--- src/rtl/cache_pkg.sv ---
// Shared types and tree-PLRU helpers for the way lookup controller.
package cache_pkg;

  localparam int CACHE_WAYS     = 8;
  localparam int CACHE_SETS     = 64;
  localparam int CACHE_TAG_BITS = 12;
  localparam int CACHE_WAY_W    = $clog2(CACHE_WAYS);
  localparam int CACHE_SET_W    = $clog2(CACHE_SETS);

  typedef logic [CACHE_WAY_W-1:0]  way_idx_t;
  typedef logic [CACHE_SET_W-1:0]  set_idx_t;
  typedef logic [CACHE_WAYS-2:0]   plru_t;

  typedef enum logic [1:0] {
    IDLE    = 2'd0,
    LOOKUP  = 2'd1,
    COMPARE = 2'd2,
    RESP    = 2'd3
  } state_t;

  // Walk from the root: a 0 bit steers left, a 1 bit steers right.
  function automatic way_idx_t plru_victim(input plru_t bits);
    int       node;
    way_idx_t way;
    node = 0;
    way  = {CACHE_WAY_W{1'b0}};
    for (int lvl = 0; lvl < CACHE_WAY_W; lvl++) begin
      way[CACHE_WAY_W-1-lvl] = bits[node];
      node = 2 * node + 1 + int'(bits[node]);
    end
    return way;
  endfunction

  function automatic plru_t plru_update(input plru_t bits, input way_idx_t way);
    int    node;
    plru_t nbits;
    logic  dir;
    node  = 0;
    nbits = bits;
    for (int lvl = 0; lvl < CACHE_WAY_W; lvl++) begin
      dir         = way[CACHE_WAY_W-1-lvl];
      nbits[node] = ~dir;
      node        = 2 * node + 1 + int'(dir);
    end
    return nbits;
  endfunction

  function automatic way_idx_t first_zero(input logic [CACHE_WAYS-1:0] vec);
    way_idx_t way;
    way = {CACHE_WAY_W{1'b0}};
    for (int i = CACHE_WAYS - 1; i >= 0; i--) begin
      way = vec[i] ? way : way_idx_t'(i);
    end
    return way;
  endfunction

endpackage

--- src/rtl/onehot_encoder.sv ---
// Encodes a hit vector to the lowest set index and flags more than one set bit.
module onehot_encoder #(
  parameter int WAYS = 8
) (
  input  logic [WAYS-1:0]         vec_i,
  output logic [$clog2(WAYS)-1:0] idx_o,
  output logic                    multi_o
);

  localparam int            IDX_W = $clog2(WAYS);
  localparam logic [WAYS-1:0] ONE = {{(WAYS-1){1'b0}}, 1'b1};

  // Scan downward so the lowest set bit is the last one written.
  always_comb begin
    idx_o = {IDX_W{1'b0}};
    for (int i = WAYS - 1; i >= 0; i--) begin
      idx_o = vec_i[i] ? IDX_W'(i) : idx_o;
    end
    multi_o = |(vec_i & (vec_i - ONE));
  end

endmodule

--- src/rtl/way_lookup_ctrl.sv ---
// Single-outstanding cache lookup sequencer with per-set tree pseudo-LRU
// replacement state.
module way_lookup_ctrl
  import cache_pkg::*;
#(
  parameter int WAYS     = CACHE_WAYS,
  parameter int SETS     = CACHE_SETS,
  parameter int TAG_BITS = CACHE_TAG_BITS
) (
  input  logic                    clk,
  input  logic                    rst,
  input  logic                    req_valid,
  output logic                    req_ready,
  input  logic [$clog2(SETS)-1:0] req_set,
  input  logic [TAG_BITS-1:0]     req_tag,
  output logic                    tag_rd_en,
  output logic [$clog2(SETS)-1:0] tag_rd_set,
  output logic [TAG_BITS-1:0]     tag_cmp_tag,
  input  logic [WAYS-1:0]         hit_vec,
  input  logic [WAYS-1:0]         valid_vec,
  output logic                    resp_valid,
  input  logic                    resp_ready,
  output logic                    resp_hit,
  output logic [$clog2(WAYS)-1:0] resp_way,
  output logic                    resp_err
);

  localparam int WAY_W = $clog2(WAYS);
  localparam int SET_W = $clog2(SETS);

  state_t              state_q, state_d;
  logic [SET_W-1:0]    set_q, set_d;
  logic [TAG_BITS-1:0] tag_q, tag_d;
  logic                resp_hit_q, resp_hit_d;
  logic [WAY_W-1:0]    resp_way_q, resp_way_d;
  logic                resp_err_q, resp_err_d;
  logic                req_ready_q, tag_rd_en_q, resp_valid_q;
  plru_t               plru_q [SETS];
  plru_t               plru_cur_s, plru_wr_s;
  logic                plru_we_s;
  logic [WAY_W-1:0]    hit_idx_s, miss_way_s;
  logic                multi_s, hit_any_s;

  onehot_encoder #(.WAYS(WAYS)) u_hit_enc (
    .vec_i   (hit_vec),
    .idx_o   (hit_idx_s),
    .multi_o (multi_s)
  );

  assign plru_cur_s = plru_q[set_q];
  assign hit_any_s  = |hit_vec;
  // Prefer filling an invalid line over evicting a live one.
  assign miss_way_s = (&valid_vec) ? plru_victim(plru_cur_s) : first_zero(valid_vec);

  // Next-state, response capture and PLRU write decision.
  always_comb begin
    state_d    = state_q;
    set_d      = set_q;
    tag_d      = tag_q;
    resp_hit_d = resp_hit_q;
    resp_way_d = resp_way_q;
    resp_err_d = resp_err_q;
    plru_we_s  = 1'b0;
    plru_wr_s  = plru_cur_s;
    case (state_q)
      IDLE: begin
        if (req_valid) begin
          state_d = LOOKUP;
          set_d   = req_set;
          tag_d   = req_tag;
        end else begin
          state_d = IDLE;
        end
      end
      LOOKUP: state_d = COMPARE;
      COMPARE: begin
        state_d = RESP;
        if (multi_s) begin
          resp_hit_d = 1'b1;
          resp_err_d = 1'b1;
          resp_way_d = hit_idx_s;
        end else if (hit_any_s) begin
          resp_hit_d = 1'b1;
          resp_err_d = 1'b0;
          resp_way_d = hit_idx_s;
          plru_we_s  = 1'b1;
          plru_wr_s  = plru_update(plru_cur_s, hit_idx_s);
        end else begin
          resp_hit_d = 1'b0;
          resp_err_d = 1'b0;
          resp_way_d = miss_way_s;
          plru_we_s  = 1'b1;
          plru_wr_s  = plru_update(plru_cur_s, miss_way_s);
        end
      end
      RESP: begin
        if (resp_ready) begin
          state_d = IDLE;
        end else begin
          state_d = RESP;
        end
      end
      default: state_d = IDLE;
    endcase
  end

  // State, latches, registered strobes and PLRU storage.
  always_ff @(posedge clk) begin
    if (rst) begin
      state_q      <= IDLE;
      set_q        <= {SET_W{1'b0}};
      tag_q        <= {TAG_BITS{1'b0}};
      resp_hit_q   <= 1'b0;
      resp_way_q   <= {WAY_W{1'b0}};
      resp_err_q   <= 1'b0;
      req_ready_q  <= 1'b1;
      tag_rd_en_q  <= 1'b0;
      resp_valid_q <= 1'b0;
      for (int s = 0; s < SETS; s++) begin
        plru_q[s] <= {(WAYS-1){1'b0}};
      end
    end else begin
      state_q      <= state_d;
      set_q        <= set_d;
      tag_q        <= tag_d;
      resp_hit_q   <= resp_hit_d;
      resp_way_q   <= resp_way_d;
      resp_err_q   <= resp_err_d;
      req_ready_q  <= (state_d == IDLE);
      tag_rd_en_q  <= (state_d == LOOKUP);
      resp_valid_q <= (state_d == RESP);
      if (plru_we_s) begin
        plru_q[set_q] <= plru_wr_s;
      end else begin
        plru_q[set_q] <= plru_cur_s;
      end
    end
  end

  assign req_ready   = req_ready_q;
  assign tag_rd_en   = tag_rd_en_q;
  assign tag_rd_set  = set_q;
  assign tag_cmp_tag = tag_q;
  assign resp_valid  = resp_valid_q;
  assign resp_hit    = resp_hit_q;
  assign resp_way    = resp_way_q;
  assign resp_err    = resp_err_q;

endmodule

--- config.mk ---
export PLATFORM = sky130hd
export DESIGN_NAME = way_lookup_ctrl
export DESIGN_NICKNAME = d
export VERILOG_FILES = /design/src/rtl/cache_pkg.sv /design/src/rtl/onehot_encoder.sv /design/src/rtl/way_lookup_ctrl.sv
export SDC_FILE = /design/constraint.sdc
export NUM_CORES = 1
export LEC_CHECK = 0
export ABC_AREA = 0
export BUFFER_PORTS_ARGS = -buffer_cell sky130_fd_sc_hd__clkbuf_2
export CORE_MARGIN = 8
export CORE_UTILIZATION = 49
export DETAILED_ROUTE_END_ITERATION = 8
export PLACE_DENSITY = 0.75
export SKIP_LAST_GASP = 1
export SLEW_MARGIN = 0
export SYNTH_ARGS = -nofsm -noshare
export SYNTH_HDL_FRONTEND = slang
export SYNTH_HIERARCHICAL = 1
export SYNTH_SLANG_ARGS = --single-unit
export TNS_END_PERCENT = 5
--- constraint.sdc ---
create_clock -name clk -period 5.75 [get_ports clk]
set_input_delay 0.575 -clock clk [delete_from_list [all_inputs] [get_ports clk]]
set_output_delay 0.575 -clock clk [all_outputs]
set_load 0.02 [all_outputs]
==> flow_summary.toml, run 1 <==
[clock_tree]
postCtsSetupRepairBufs = 0
cts_buffer_depth = 3
postCtsResizedCells = 0
postCtsHoldBufs = 0
cts.sinks = 482
root_buffer = "clkbuf_16"
clk_pin_slew_worst_paths_ns = 0.06
ctsHtreeMaxLevel = 2
cts_tree = "done"
numCtsBuffers = 49
clock_latency_ns = 0.59

[floorplanning]
die-area_mm2 = 0.05267
num_rows = 78
dieHeight_um = 229.5
io-pin-count = 64
dieWidth_um = 229.5
start_util_pct = 49.43
core_area_mm2 = 0.04519

[cells_and_area]
nets = 1770
drive_above_1_share_pct = 18.08
stdcell_area_mm2 = 0.02490
synthToLayoutAreaGrowth_pct = 11.50
antenna_cells = 0
stdcell_count = 2364

[route]
ant_nets = 0
via_count = 15390
routed_wl_um = 62690
wl_per_cell_um = 26.52
drc_errors = 0
dr.pass1.iters = 6
drtIter0Drc = 2111
via_per_inst = 6.511

[global_route]
grt_max_degree = 72
grt.total_usage_pct = 23.10
grt_pass1_vias = 15030
grt-ovfl-total = 0
antenna_found_initial = 0
grt_pass1_wl_um = 93830

[worst_setup_path]
worst-path-max-fanout = 39
crit_type = "reg -> reg"
crit_arrival_ns = 5.54
r2r_setup_slack_ns = 0.52
cp-end-kind = "register"
required_ns = 6.06
r2r_cells = 12
worstSetupStartpointType = "register"

[power_and_ir_drop]
share_comb_of_total_power_pct = 14.6
netSwitchingPower_w = 0.002259
powerDensity_mw_per_mm2 = 334.1
clock_power_share_pct = 36.6
p_int_w = 0.006062
seqPwrFrac_pct = 48.8
p_sw_share_pct = 27.15
power.leakage_nw = 8.327
ir_drop_mv = 0.2222

[timing]
drv_slew = 0
setup_viol = 0
fin_setup_tns_ns = 0
fin_crit_sh_pct = 91.00
min_period_ns = 5.233
maxSlewHeadroom_pct = 18.09
fmax_mhz = 191.1
finalClockSkew_ns = 0.01892
tightest_slew_ns = 1.224
rsz0062_at_grt = "no"
hold_slack_ns = 0.2047
final.setup.worst_slack_ns = 0.5174
finalHoldViolCount = 0

[logic_synthesis]
synth_area_per_cell_um2 = 13.20
synthesis.area_mm2 = 0.02234
synth_adder_area_share_pct = 0.4370
synth_top_family_by_area = "simple AND/OR/NAND/NOR gates"
synth-xor-area-share_pct = 0
synthesis.instances = 1692
ys_dominant_reg_cell = "edfxtp_1"
synth_compound_area_share_pct = 7.299
synth_nets = 1737
synthDistinctLibCells = 72
ys_warn_count = 6
synthSimpleGateAreaFrac_pct = 13.24
synth-seq-area-share_pct = 63.28
synthMuxAreaShare_pct = 12.85
synth_edf_count = 448
synth-seq-cells = 482
async_flop_share_pct = 0

[placement]
io_buffer_count = 63
postPlaceCellArea_mm2 = 0.02339
gp_congestion = 1.001
pre_cts_ws_ns = 0.4630
dp_hpwl_um = 40700
numPlacedInstances = 2274

[outcome]
status = "finished, final reports clean"

[run]
cap_violations = 0

[worst_hold_path]
hold_start = "req_tag[3]"
hp-class = "in -> reg"
hold_depth = 3
## final timing paths
kind | end
worst max register to register | plru_q[28][5]$_SDFFCE_PN0P_
worst min-delay path | tag_cmp_tag[3]$_SDFFE_PP0P_
worst min register to register | tag_cmp_tag[3]$_SDFFE_PP0P_
worst max-delay path | plru_q[28][5]$_SDFFCE_PN0P_
## synth_stat cells, drive strengths merged (3+ instances only)
cell type  instances  area [µm²]
nand2b            75       469.2
a21oi            161       809.5
a211oi             8       70.06
nand4              7       43.79
and4               5       43.79
nor3b              3       27.52
mux4             102        2297
nand2            120       450.4
and2               7       43.79
o211ai             3       27.52
a221oi             7       73.82
inv               15       56.30
nand3             13       65.06
nor2             251       942.2
a221o              3       30.03
o21ai             12       60.05
buf               61       327.8
o21a               3       22.52
nor2b             14       87.58
edfxtp           448       13450
a22oi             20       150.1
clkbuf            69       259.0
dfxtp             34       680.7
ha                 7       87.58
a22o               7       61.31
mux2i             46       460.4
nor3             118       595.6
or2                4       25.02
and3               3       18.77
a2111oi            3       51.30
o22ai              9       56.30
mux2              10       112.6
nor4               9       62.56
## cell families (layout without fill, tap and decap cells)
logic type | count (synthesis) | after routing
muxes | 158 | 158
and+or+nand+nor | 639 | 639
buffers and inverters | 146 | 218
AOI/OAI and AO/OA | 259 | 259
DFF | 482 | 482
adders and majority gates | 8 | 8
## power groups by stage
stage,registers [W],clock network (W),logic (W)
after floorplan,0.00409,0,0.000758
after global placement,0.00412,0,0.00116
after detailed placement,0.00413,0,0.00118
after CTS,0.00406,0.00305,0.00119
after global routing,0.00407,0.00318,0.00126
final,0.00406,0.00305,0.00122
## placed cells by master, fill, tap and decap left out, drive strengths merged, types with 34 or more instances in the layout
master | Yosys | layout
a21oi | 161 | 161
buf | 61 | 50
clkbuf | 69 | 127
dfxtp | 34 | 34
edfxtp | 448 | 448
mux2i | 46 | 46
mux4 | 102 | 102
nand2 | 120 | 120
nand2b | 75 | 75
nor2 | 251 | 251
nor3 | 118 | 118
## critical path: stages (launching register included)
cell and delay, ns:
dfxtp_4 0.76, buf_4 0.36, mux4_2 0.33, mux2i_1 0.37, a221oi_1 0.32, a221oi_1 0.58, nor3_1 0.14, nor2_1 0.15
ha_1 0.18, inv_1 0.10, o41ai_4 1.10, buf_4 0.41, nor2_1 0.09
## cell type report
| cell class | count | area, µm² |
|---|---|---|
| flip-flops and latches | 482 | 14140 |
| multi-input cells | 1064 | 7661 |
| repair buffers | 112 | 773.2 |
| clock buffers | 65 | 1349 |
| well taps | 600 | 750.7 |
| clock inverters | 25 | 165.2 |
| fillers | 3559 | 20280 |
| inverters | 16 | 60.06 |
## state kept, by name, summed over array words and instances (netlist names), 2 cells and up, named ones only
register	flops
plru_q	448
tag_cmp_tag	12
tag_rd_set	6
resp_way	3
state_q	2
## through the flow
| stage | total power [W] | util [%] |
|---|---|---|
| floorplan | 0.004844 | - |
| global placement | 0.005278 | 51.76 |
| detailed placement | 0.005308 | 51.76 |
| CTS | 0.008290 | 55.11 |
| global route | 0.008504 | 55.11 |
| finish | 0.008320 | 55.11 |
## routing by layer
layer  share of wire (%)  up-vias  GRT usage [%]
met2                  47     1085          36.59
met3                  12      185          5.439
met5                   0        -              0
met4                 4.8        0          10.42
met1                  36     7639          30.09
li1                    -     6482              -
(Power assumes the default switching activity.)
==> run 2: changes to the inputs <==
--- a/config.mk
+++ b/config.mk
@@ -9,6 +9,7 @@
 export BUFFER_PORTS_ARGS = -buffer_cell sky130_fd_sc_hd__clkbuf_2
 export CORE_MARGIN = 8
 export CORE_UTILIZATION = 49
+export CTS_BUF_LIST = sky130_fd_sc_hd__clkbuf_2
 export DETAILED_ROUTE_END_ITERATION = 8
 export PLACE_DENSITY = 0.75
 export SKIP_LAST_GASP = 1
==> run 2 against run 1 <==
Hold slack lost 0.12 ns. Maximum frequency shrank 1.2%. Utilization shrank 0.38 points. Clock-buffer cell count grew 107. Global-route usage grew 0.54 points. Clock power shrank 26%. Final cell count grew 6.1%. Sequential power is essentially flat. Worst setup slack lost 0.061 ns. Die area is the same. Routed wire length grew 1.7%.
==> flow_summary.toml, run 2 (synthesized netlist as in run 1, its figures left out) <==
[outcome]
status = "finished, final reports clean"

[cells_and_area]
mostFrequentLayoutCell = "edfxtp_1"
fin_util_pct = 54.74
drive_above_1_share_pct = 22.81
largest_register_ff_count = 448
nets = 1868
stdcell_count = 2508
largest-register = "plru_q"
synthToLayoutAreaGrowth_pct = 10.73
layout_common_cells = "edfxtp_1, nor2_1, clkbuf_2"

[floorplanning]
die-area_mm2 = 0.05267
core_area_mm2 = 0.04519
num_rows = 78
dieWidth_um = 229.5
dieHeight_um = 229.5
io-pin-count = 64
start_util_pct = 49.43

[placement]
io_buffer_count = 63
pre_cts_ws_ns = 0.4630
gp_congestion = 1.001
numPlacedInstances = 2274
dp_hpwl_um = 40700

[global_route]
grt_pass1_wl_um = 95500
grt-ovfl-total = 0
grt_max_degree = 72
grt.total_usage_pct = 23.64
grt_pass1_vias = 15820
antenna_found_initial = 1

[timing]
fin_crit_sh_pct = 92.07
drv_slew = 0
finalClockSkew_ns = 0.08146
setup_viol = 0
fmax_mhz = 188.9
maxSlewHeadroom_pct = 18.47
min_period_ns = 5.294
final.setup.worst_slack_ns = 0.4561
rsz0062_at_grt = "no"
finalHoldViolCount = 0
tightest_slew_ns = 1.219
fin_setup_tns_ns = 0

[worst_hold_path]
min_to = "resp_err$_SDFFE_PP0N_"
hold_start = "hit_vec[3]"
hp-class = "in -> reg"
hold_depth = 5

[worst_setup_path]
crit_arrival_ns = 6.08
r2r_cells = 12
required_ns = 6.54
worstReg2RegEnd = "plru_q[24][5]$_SDFFCE_PN0P_"
crit_type = "reg -> reg"
cp-end-kind = "register"
worst-path-max-fanout = 39
worstSetupStartpointType = "register"
r2r_setup_slack_ns = 0.46

[power_and_ir_drop]
clock_power_share_pct = 29.8
netSwitchingPower_w = 0.002314
power.leakage_nw = 8.528
powerDensity_mw_per_mm2 = 304.7
ir_drop_mv = 0.1898
seqPwrFrac_pct = 53.7
power_w = 0.007536
share_comb_of_total_power_pct = 16.4
p_int_w = 0.005222
p_sw_share_pct = 30.70

[clock_tree]
clock_latency_ns = 1.10
cts_tree = "done"
root_buffer = "clkbuf_2"
cts_buffer_depth = 3
clk_pin_slew_worst_paths_ns = 0.11
ctsHtreeMaxLevel = 3
cts.sinks = 482
numCtsBuffers = 117

[route]
drc_errors = 0
wl_per_cell_um = 25.43
ant_nets = 0
via_per_inst = 6.342
drtIter0Drc = 2140
routed_wl_um = 63780
via_count = 15910
dr.pass1.iters = 7

[run]
cap_violations = 0
==> run 2: changes by cell type in the layout (fill, tap and decap cells not counted), moves of 2 or more <==
cell           change
clkbuf_1          -12
clkbuf_16         -51
clkbuf_2         +172
clkbuf_8           -2
clkinv_1           +9
clkinv_2           -6
dlygate4sd3_1     +30
inv_2              +3
==> run 2: worst max path at each step <==
| stage | startpoint | cells past startpoint | slack [ns] | endpoint |
|---|---|---|---|---|
| 2_1_floorplan | register | 16 | 1.56 | plru_q[0][1]$_SDFFCE_PN0P_ |
| 3_3_place_gp | hit_vec[1] | 12 | 0.65 | plru_q[23][3]$_SDFFCE_PN0P_ |
| 3_5_place_dp | hit_vec[1] | 12 | 0.46 | plru_q[32][3]$_SDFFCE_PN0P_ |
| 4_1_cts | register | 14 | 0.69 | plru_q[24][5]$_SDFFCE_PN0P_ |
| 5_1_grt | register | 12 | 0.39 | plru_q[56][5]$_SDFFCE_PN0P_ |
| 6_report | register | 12 | 0.46 | plru_q[24][5]$_SDFFCE_PN0P_ |
==> run 2: final cells by class <==
type	instances	area, µm²
Tap cell	600	750.7
Inverter	16	60.06
Clock inverter	31	178.9
Sequential cell	482	14140
Timing Repair Buffer	142	1074
Multi-Input combinational cell	1064	7661
Fill cell	3659	20450
Antenna cell	1	2.502
Clock buffer	172	860.8
==> run 2: worst max-delay path, cell delays in order, from the launching register on <==
cell      delay (ns)
dfxtp_4         0.78
buf_4           0.37
mux4_2          0.34
mux2i_1         0.42
a221oi_1        0.32
a221oi_1        0.57
nor3_1          0.14
nor2_1          0.15
ha_1            0.18
inv_1           0.09
o41ai_4         1.10
buf_4           0.41
nor2_1          0.08
==> run 2: what timing repair did <==
item,in CTS,in global routing
hold buffers,30,0
hold endpoints to repair,29,0
gates resized for setup,0,0
buffers inserted,0,0
==> run 2: power groups by stage <==
stage | clock network, W | logic [W] | registers (W)
2_1_floorplan | 0 | 0.000758 | 0.00409
3_3_place_gp | 0 | 0.00116 | 0.00412
3_5_place_dp | 0 | 0.00118 | 0.00413
4_1_cts | 0.00227 | 0.00120 | 0.00405
5_1_grt | 0.00244 | 0.00128 | 0.00406
6_report | 0.00225 | 0.00124 | 0.00405
==> run 2: layer usage <==
layer	share of wire [%]	track usage, %	up-vias
met5	0	0	-
met2	47	37.56	1225
met1	35	28.91	7761
met3	13	7.800	188
li1	-	-	6731
met4	4.5	11.42	0
==> run 2: through the flow <==
step | area [µm²] | hold WS (ns)
after global routing | 24730 | 0.1091
after detailed placement | 23390 | 0.4497
after CTS | 24730 | 0.007630
final | 24730 | 0.07989
after global placement | 23390 | 0.4405
after floorplan | 22340 | 0.4742
